--- src/rtl/fns_cac_encoder_seq_if.sv ---
// Handshake bundle between the binary data source, the FNS encoder and the bus driver.
interface fns_cac_encoder_seq_if #(
    parameter int unsigned IN_W   = 15,
    parameter int unsigned CODE_W = 20
);
    logic              in_valid;
    logic              in_ready;
    logic [IN_W-1:0]   datain;
    logic              out_valid;
    logic              out_ready;
    logic [CODE_W-1:0] codeout;
    logic              out_err;

    // Source/consumer side
    modport master (
        output in_valid, datain, out_ready,
        input  in_ready, out_valid, codeout, out_err
    );

    // Encoder side
    modport slave (
        input  in_valid, datain, out_ready,
        output in_ready, out_valid, codeout, out_err
    );
endinterface

--- src/rtl/fns_cac_encoder_seq.sv ---
// Sequential Fibonacci-numeral-system crosstalk-avoidance encoder.
// Resolves BPC code bits per cycle from the MSB down with a greedy/tie rule,
// flags inputs at or above f(CODE_W+2) and returns a zero codeword for them.
module fns_cac_encoder_seq #(
    parameter int unsigned CODE_W  = 20,
    parameter int unsigned IN_W    = 15,
    parameter int unsigned BPC     = 1,
    parameter bit          TIE_MSB = 1'b0
) (
    input logic                  clock,
    input logic                  reset,
    fns_cac_encoder_seq_if.slave bus
);
    // Weights need one spare bit so f(CODE_W+2) is representable next to an IN_W remainder.
    localparam int unsigned WW = IN_W + 1;
    localparam int unsigned TW = $clog2(CODE_W + 2);
    localparam logic [TW-1:0] TOP_IDX = TW'(CODE_W - 1);
    localparam logic [TW-1:0] BPC_T   = TW'(BPC);

    // Entry n holds f(n+1): entries 0..CODE_W-1 are bit weights, CODE_W+1 is the range limit.
    typedef logic [CODE_W+1:0][WW-1:0] weight_tab_t;

    function automatic weight_tab_t gen_weights();
        weight_tab_t     t;
        logic [WW-1:0]   a;
        logic [WW-1:0]   b;
        logic [WW-1:0]   s;
        t = '0;
        a = WW'(1);
        b = WW'(1);
        for (int unsigned n = 0; n <= CODE_W + 1; n++) begin
            t = t | (weight_tab_t'(a) << (n * WW));
            s = a + b;
            a = b;
            b = s;
        end
        return t;
    endfunction

    localparam weight_tab_t   WEIGHTS = gen_weights();
    localparam logic [WW-1:0] LIMIT   = WEIGHTS[TW'(CODE_W + 1)];

    typedef enum logic [1:0] {IDLE, ENC, DONE} state_t;

    state_t              state_q, state_d;
    logic [IN_W-1:0]     r_q, r_d;
    logic [CODE_W-1:0]   code_q, code_d;
    logic                last_q, last_d;
    logic [TW-1:0]       idx_q, idx_d;
    logic                err_q, err_d;
    logic [CODE_W-1:0]   codeout_q, codeout_d;
    logic                out_err_q, out_err_d;
    logic                out_valid_q, out_valid_d;

    logic [IN_W-1:0]     step_r;
    logic [CODE_W-1:0]   step_code;
    logic                step_last;
    logic                step_fin;
    logic [TW-1:0]       k;
    logic [WW-1:0]       wk;
    logic [WW-1:0]       wk1;
    logic                b;
    logic                load_c;

    // One ENC step: decide up to BPC bits from idx_q downward; bit 0 rides with bit 1.
    always_comb begin
        step_r    = r_q;
        step_code = code_q;
        step_last = last_q;
        step_fin  = 1'b0;
        k         = '0;
        wk        = '0;
        wk1       = '0;
        b         = 1'b0;
        for (int unsigned j = 0; j < BPC; j++) begin
            if (TW'(j) < idx_q) begin
                k   = idx_q - TW'(j);
                wk  = WEIGHTS[k];
                wk1 = WEIGHTS[k + TW'(1)];
                if (WW'(step_r) < wk) begin
                    b = 1'b0;
                end else if (WW'(step_r) >= wk1) begin
                    b = 1'b1;
                end else begin
                    b = step_last;
                end
                if (b) begin
                    step_r = step_r - IN_W'(wk);
                end
                step_code = step_code | (CODE_W'(b) << k);
                step_last = b;
                if (k == TW'(1)) begin
                    step_code = step_code | CODE_W'(step_r[0]);
                    step_fin  = 1'b1;
                end
            end
        end
    end

    // Next-state and datapath/output updates for the IDLE/ENC/DONE controller.
    always_comb begin
        state_d     = state_q;
        r_d         = r_q;
        code_d      = code_q;
        last_d      = last_q;
        idx_d       = idx_q;
        err_d       = err_q;
        codeout_d   = codeout_q;
        out_err_d   = out_err_q;
        out_valid_d = out_valid_q;
        load_c      = 1'b0;
        case (state_q)
            IDLE: begin
                if (bus.in_valid) begin
                    load_c = 1'b1;
                end
            end
            ENC: begin
                r_d    = step_r;
                code_d = step_code;
                last_d = step_last;
                idx_d  = (idx_q > BPC_T) ? idx_q - BPC_T : '0;
                if (step_fin) begin
                    codeout_d   = err_q ? '0 : step_code;
                    out_err_d   = err_q;
                    out_valid_d = 1'b1;
                    state_d     = DONE;
                end
            end
            DONE: begin
                if (bus.out_ready) begin
                    out_valid_d = 1'b0;
                    if (bus.in_valid) begin
                        load_c = 1'b1;
                    end else begin
                        state_d = IDLE;
                    end
                end
            end
            default: begin
                state_d = IDLE;
            end
        endcase
        if (load_c) begin
            r_d     = bus.datain;
            code_d  = '0;
            last_d  = TIE_MSB;
            idx_d   = TOP_IDX;
            err_d   = (WW'(bus.datain) >= LIMIT);
            state_d = ENC;
        end
    end

    // State and datapath registers; reset discards any job in flight.
    always_ff @(posedge clock or posedge reset) begin
        if (reset) begin
            state_q     <= IDLE;
            r_q         <= '0;
            code_q      <= '0;
            last_q      <= 1'b0;
            idx_q       <= '0;
            err_q       <= 1'b0;
            codeout_q   <= '0;
            out_err_q   <= 1'b0;
            out_valid_q <= 1'b0;
        end else begin
            state_q     <= state_d;
            r_q         <= r_d;
            code_q      <= code_d;
            last_q      <= last_d;
            idx_q       <= idx_d;
            err_q       <= err_d;
            codeout_q   <= codeout_d;
            out_err_q   <= out_err_d;
            out_valid_q <= out_valid_d;
        end
    end

    // Ready looks through to out_ready in DONE so back-to-back words see no bubble.
    assign bus.in_ready  = !reset && ((state_q == IDLE) || ((state_q == DONE) && bus.out_ready));
    assign bus.out_valid = out_valid_q;
    assign bus.codeout   = codeout_q;
    assign bus.out_err   = out_err_q;
endmodule

--- src/flat_wrapper.sv ---
// flat-port wrapper written by rule: the top's interface ports become plain ports
module fns_cac_encoder_seq_flat 
#(
    parameter int unsigned CODE_W  = 20,
    parameter int unsigned IN_W    = 15,
    parameter int unsigned BPC     = 1,
    parameter bit          TIE_MSB = 1'b0
)
  (clock, reset, bus_in_valid, bus_datain, bus_out_ready, bus_in_ready, bus_out_valid, bus_codeout, bus_out_err);
  fns_cac_encoder_seq_if #(.IN_W(IN_W), .CODE_W(CODE_W)) bus_i ();
  input logic clock;
  input logic reset;
  input wire logic [$bits(bus_i.in_valid)-1:0] bus_in_valid;
  input wire logic [$bits(bus_i.datain)-1:0] bus_datain;
  input wire logic [$bits(bus_i.out_ready)-1:0] bus_out_ready;
  output wire logic [$bits(bus_i.in_ready)-1:0] bus_in_ready;
  output wire logic [$bits(bus_i.out_valid)-1:0] bus_out_valid;
  output wire logic [$bits(bus_i.codeout)-1:0] bus_codeout;
  output wire logic [$bits(bus_i.out_err)-1:0] bus_out_err;
  assign bus_i.in_valid = bus_in_valid;
  assign bus_i.datain = bus_datain;
  assign bus_i.out_ready = bus_out_ready;
  assign bus_in_ready = bus_i.in_ready;
  assign bus_out_valid = bus_i.out_valid;
  assign bus_codeout = bus_i.codeout;
  assign bus_out_err = bus_i.out_err;
  fns_cac_encoder_seq #(.CODE_W(CODE_W), .IN_W(IN_W), .BPC(BPC), .TIE_MSB(TIE_MSB)) u_core (.clock(clock), .reset(reset), .bus(bus_i));
endmodule
--- config.mk ---
export PLATFORM = sky130hd
export DESIGN_NAME = fns_cac_encoder_seq_flat
export DESIGN_NICKNAME = d
export VERILOG_FILES = /design/src/rtl/fns_cac_encoder_seq_if.sv /design/src/rtl/fns_cac_encoder_seq.sv /design/src/flat_wrapper.sv
export SDC_FILE = /design/constraint.sdc
export NUM_CORES = 1
export LEC_CHECK = 0
export ABC_CLOCK_PERIOD_IN_PS = 5700
export CORE_ASPECT_RATIO = 1.4
export CORE_MARGIN = 1
export CORE_UTILIZATION = 40
export CTS_CLUSTER_SIZE = 12
export DETAILED_ROUTE_END_ITERATION = 10
export GPL_ROUTABILITY_DRIVEN = 0
export PLACE_DENSITY_LB_ADDON = 0.05
export SETUP_SLACK_MARGIN = 0.05
export SYNTH_ARGS = -nofsm -noshare
export SYNTH_HDL_FRONTEND = slang
export SYNTH_SLANG_ARGS = --single-unit
--- constraint.sdc ---
create_clock -name clock -period 5.7 [get_ports clock]
set_clock_uncertainty 0.2 [all_clocks]
set_input_delay 0.57 -clock clock [delete_from_list [all_inputs] [get_ports clock]]
set_output_delay 0.57 -clock clock [all_outputs]
set_load 0.02 [all_outputs]
==> results.yml <==
global_routing:
  antenna_found_initial: 0
  grt_usage_pct: 23.8
  grt_pass1_vias: 4292
  grt_first_pass_wirelength_um: 22600
  grt_max_degree: 67
  grt-ovfl-total: 0
yosys:
  synth_edf_count: 0
  syn_inst: 542
  synth_ff_type: "dfrtp_1"
  async_flop_share_pct: 100
  synth_warnings: 0
  synth_nets: 611
  ys_seq_elements: 66
  yosysSeqAreaShare_pct: 34.5
  syn_area_sq_um: 4780
  synth_cell_types: 63
  syn_avg_cell_area_sq_um: 8.82
timing:
  fin_crit_ns: 5.00
  fmax_mhz: 200
  setup_viol: 0
  relSlewSlack_pct: 42.9
  timing.final.crit_share_pct: 87.8
  finalHoldViolCount: 0
  rsz0062_at_grt: "false"
  layout_setup_ws_ns: 0.695
  slew_violations: 0
  setup_tns_ns: 0
  tightest_slew_ns: 0.856
floorplan:
  dieWidth_um: 94.4
  initial_core_util_pct: 41.5
  rows: 46
  core_sq_um: 11500
  die_h_um: 131
  dieArea_sq_um: 12400
  ioPinCount: 42
finish:
  area_growth_pct: 18.8
  most-common-layout-cells: "dfrtp_1, o21ai_0, nand2_1"
  antenna_cells: 0
  mostFrequentLayoutCell: "dfrtp_1"
  final_layout_size_suffix_gt1_share_pct: 6.68
  fin_nets: 649
  finalInstanceArea_sq_um: 5680
  nFillCells: 1132
cts:
  clkTransAtPathRegs_ns: 0.06
  cts-resized-gates: 0
  postCtsSetupBuffers: 0
  cts.sinks: 66
  cts_tree: "built"
  cts_buffer_depth: 2
  numCtsBuffers: 9
  ctsHoldBuffers: 0
  insertion_delay_ns: 0.34
  h-tree-depth: 3
  cts-root-buf: "clkbuf_16"
detailed_routing:
  routed_wl_um: 13800
  dr_wl_met3_um: 406
  highest_layer: "met4"
  drt-initial-drc-count: 319
  avgViaCountPerCell: 5.88
  dr.pass1.iters: 7
  drt-met1-wl_um: 5700
  ant_nets: 0
  met2WireLength_um: 7270
  dr_total_vias: 4284
  wl_per_cell_um: 19.0
  drc_errors: 0
critical_path:
  critPathArrivalTime_ns: 5.03
  slowest_stage: "dfrtp_1"
  crit_path_frequent_cell: "ha_1"
  crit_fanout: 13
  worstSetupEndpointType: "flop"
  cp.required_ns: 5.72
  startpoint: "u_core.idx_q[0]$_DFFE_PP0P_"
  crit_family: "compound AO/OA/AOI/OAI gates"
  r2r-start: "u_core.idx_q[0]$_DFFE_PP0P_"
  slowest_delay_ns: 0.56
  start_kind: "flop"
  path_class: "flop to flop"
  critPathBufInv: 2
  crit_chain: "ha_1, inv_1, ha_1, clkinv_1, nor2_1, a21oi_1, nand2_1, o31a_1, ha_1, a21o_1, a21o_1, a221oi_1, o211a_1, a211o_1, nor2_1, a221o_1"
job:
  drv_cap: 0
placed_design:
  port_buffers: 41
  place_ws_ns: 0.704
  hpwl_um: 10500
  placed_area_sq_um: 5370
min_path:
  hp-class: "flop to flop"
  min-delay-start: "u_core.bus.codeout[9]$_DFFE_PP0P_"
status:
  outcome: "finished clean"
## final cells by class
| cell class | instances | area (sq um) | area share (%) |
|---|---|---|---|
| Inverter | 17 | 63.8 | 1.12 |
| Tap cell | 144 | 180 | 3.17 |
| Timing Repair Buffer | 57 | 531 | 9.34 |
| Multi-Input combinational cell | 429 | 2940 | 51.8 |
| Sequential cell | 66 | 1650 | 29.1 |
| Clock inverter | 4 | 77.6 | 1.37 |
| Clock buffer | 11 | 233 | 4.10 |
## cells in the mapped netlist, drive strengths merged (8+ instances only)
cell / instances / area, sq um
xnor2: 9 / 78.8
clkbuf: 25 / 93.8
and3: 10 / 62.6
nand2: 50 / 188
a221o: 16 / 160
o21ai: 52 / 260
nand2b: 24 / 150
a31oi: 13 / 81.3
o21a: 12 / 91.3
nor2: 46 / 173
ha: 49 / 613
dfrtp: 66 / 1650
nor2b: 11 / 68.8
nor4: 8 / 62.6
nor3: 15 / 75.1
inv: 16 / 60.1
a21oi: 19 / 95.1
## stage by stage
stage	hold slack (ns)	std cells	util, %
after floorplan	0.261	542	-
after global placement	0.261	713	46.7
after detailed placement	0.269	713	46.7
after CTS	0.282	728	49.3
after global routing	0.296	728	49.3
final	0.274	728	49.3
## metal layers
metal | up-vias | global-route usage, %
met4 | 0 | 9.91
met5 | - | 0
li1 | 2087 | -
met1 | 2056 | 28.6
met3 | 26 | 3.30
met2 | 115 | 41.6
## flip-flops by register name, summed over array words and instances (netlist names)
| signal | cells |
|---|---|
| u_core.r_q | 15 |
| u_core.state_q | 2 |
| u_core.last_q | 1 |
| u_core.bus.out_err | 1 |
| u_core.idx_q | 5 |
| u_core.bus.codeout | 20 |
| u_core.code_q | 20 |
| u_core.err_q | 1 |
| u_core.bus.out_valid | 1 |
## kinds of logic after synthesis
kind of cell / after synthesis / share of synthesized area (%)
DFF: 66 / 34.5
adders and majority gates: 50 / 13.2
muxes: 7 / 1.52
xor gates and xnor gates: 11 / 2.02
buffers and inverters: 47 / 3.87
and+or+nand+nor: 186 / 19.2
AOI/OAI and AO/OA: 175 / 25.6
## worst register-to-register path, stage by stage, from the launching register on
cell	delay (ns)
dfrtp_1	0.56
ha_1	0.28
inv_1	0.11
ha_1	0.53
clkinv_1	0.30
nor2_1	0.23
a21oi_1	0.06
nand2_1	0.09
o31a_1	0.17
ha_1	0.25
a21o_1	0.19
a21o_1	0.20
a221oi_1	0.41
o211a_1	0.27
a211o_1	0.42
nor2_1	0.25
a221o_1	0.37
## worst paths after layout
check                                                    end  slack (ns)  cells past startpoint
min in group asynchronous         u_core.r_q[14]$_DFFE_PP0P_        0.62                      3
setup reg to reg                  u_core.r_q[10]$_DFFE_PP0P_        0.70                     16
hold / removal             u_core.bus.codeout[9]$_DFFE_PP0P_        0.27                      2
max in group asynchronous  u_core.bus.codeout[3]$_DFFE_PP0P_        4.11                      3
setup / recovery                  u_core.r_q[10]$_DFFE_PP0P_        0.70                     16
hold reg to reg            u_core.bus.codeout[9]$_DFFE_PP0P_        0.27                      2
Power is not shown: default switching activity piles up to over one toggle a cycle in this logic, so the estimate is an artifact.
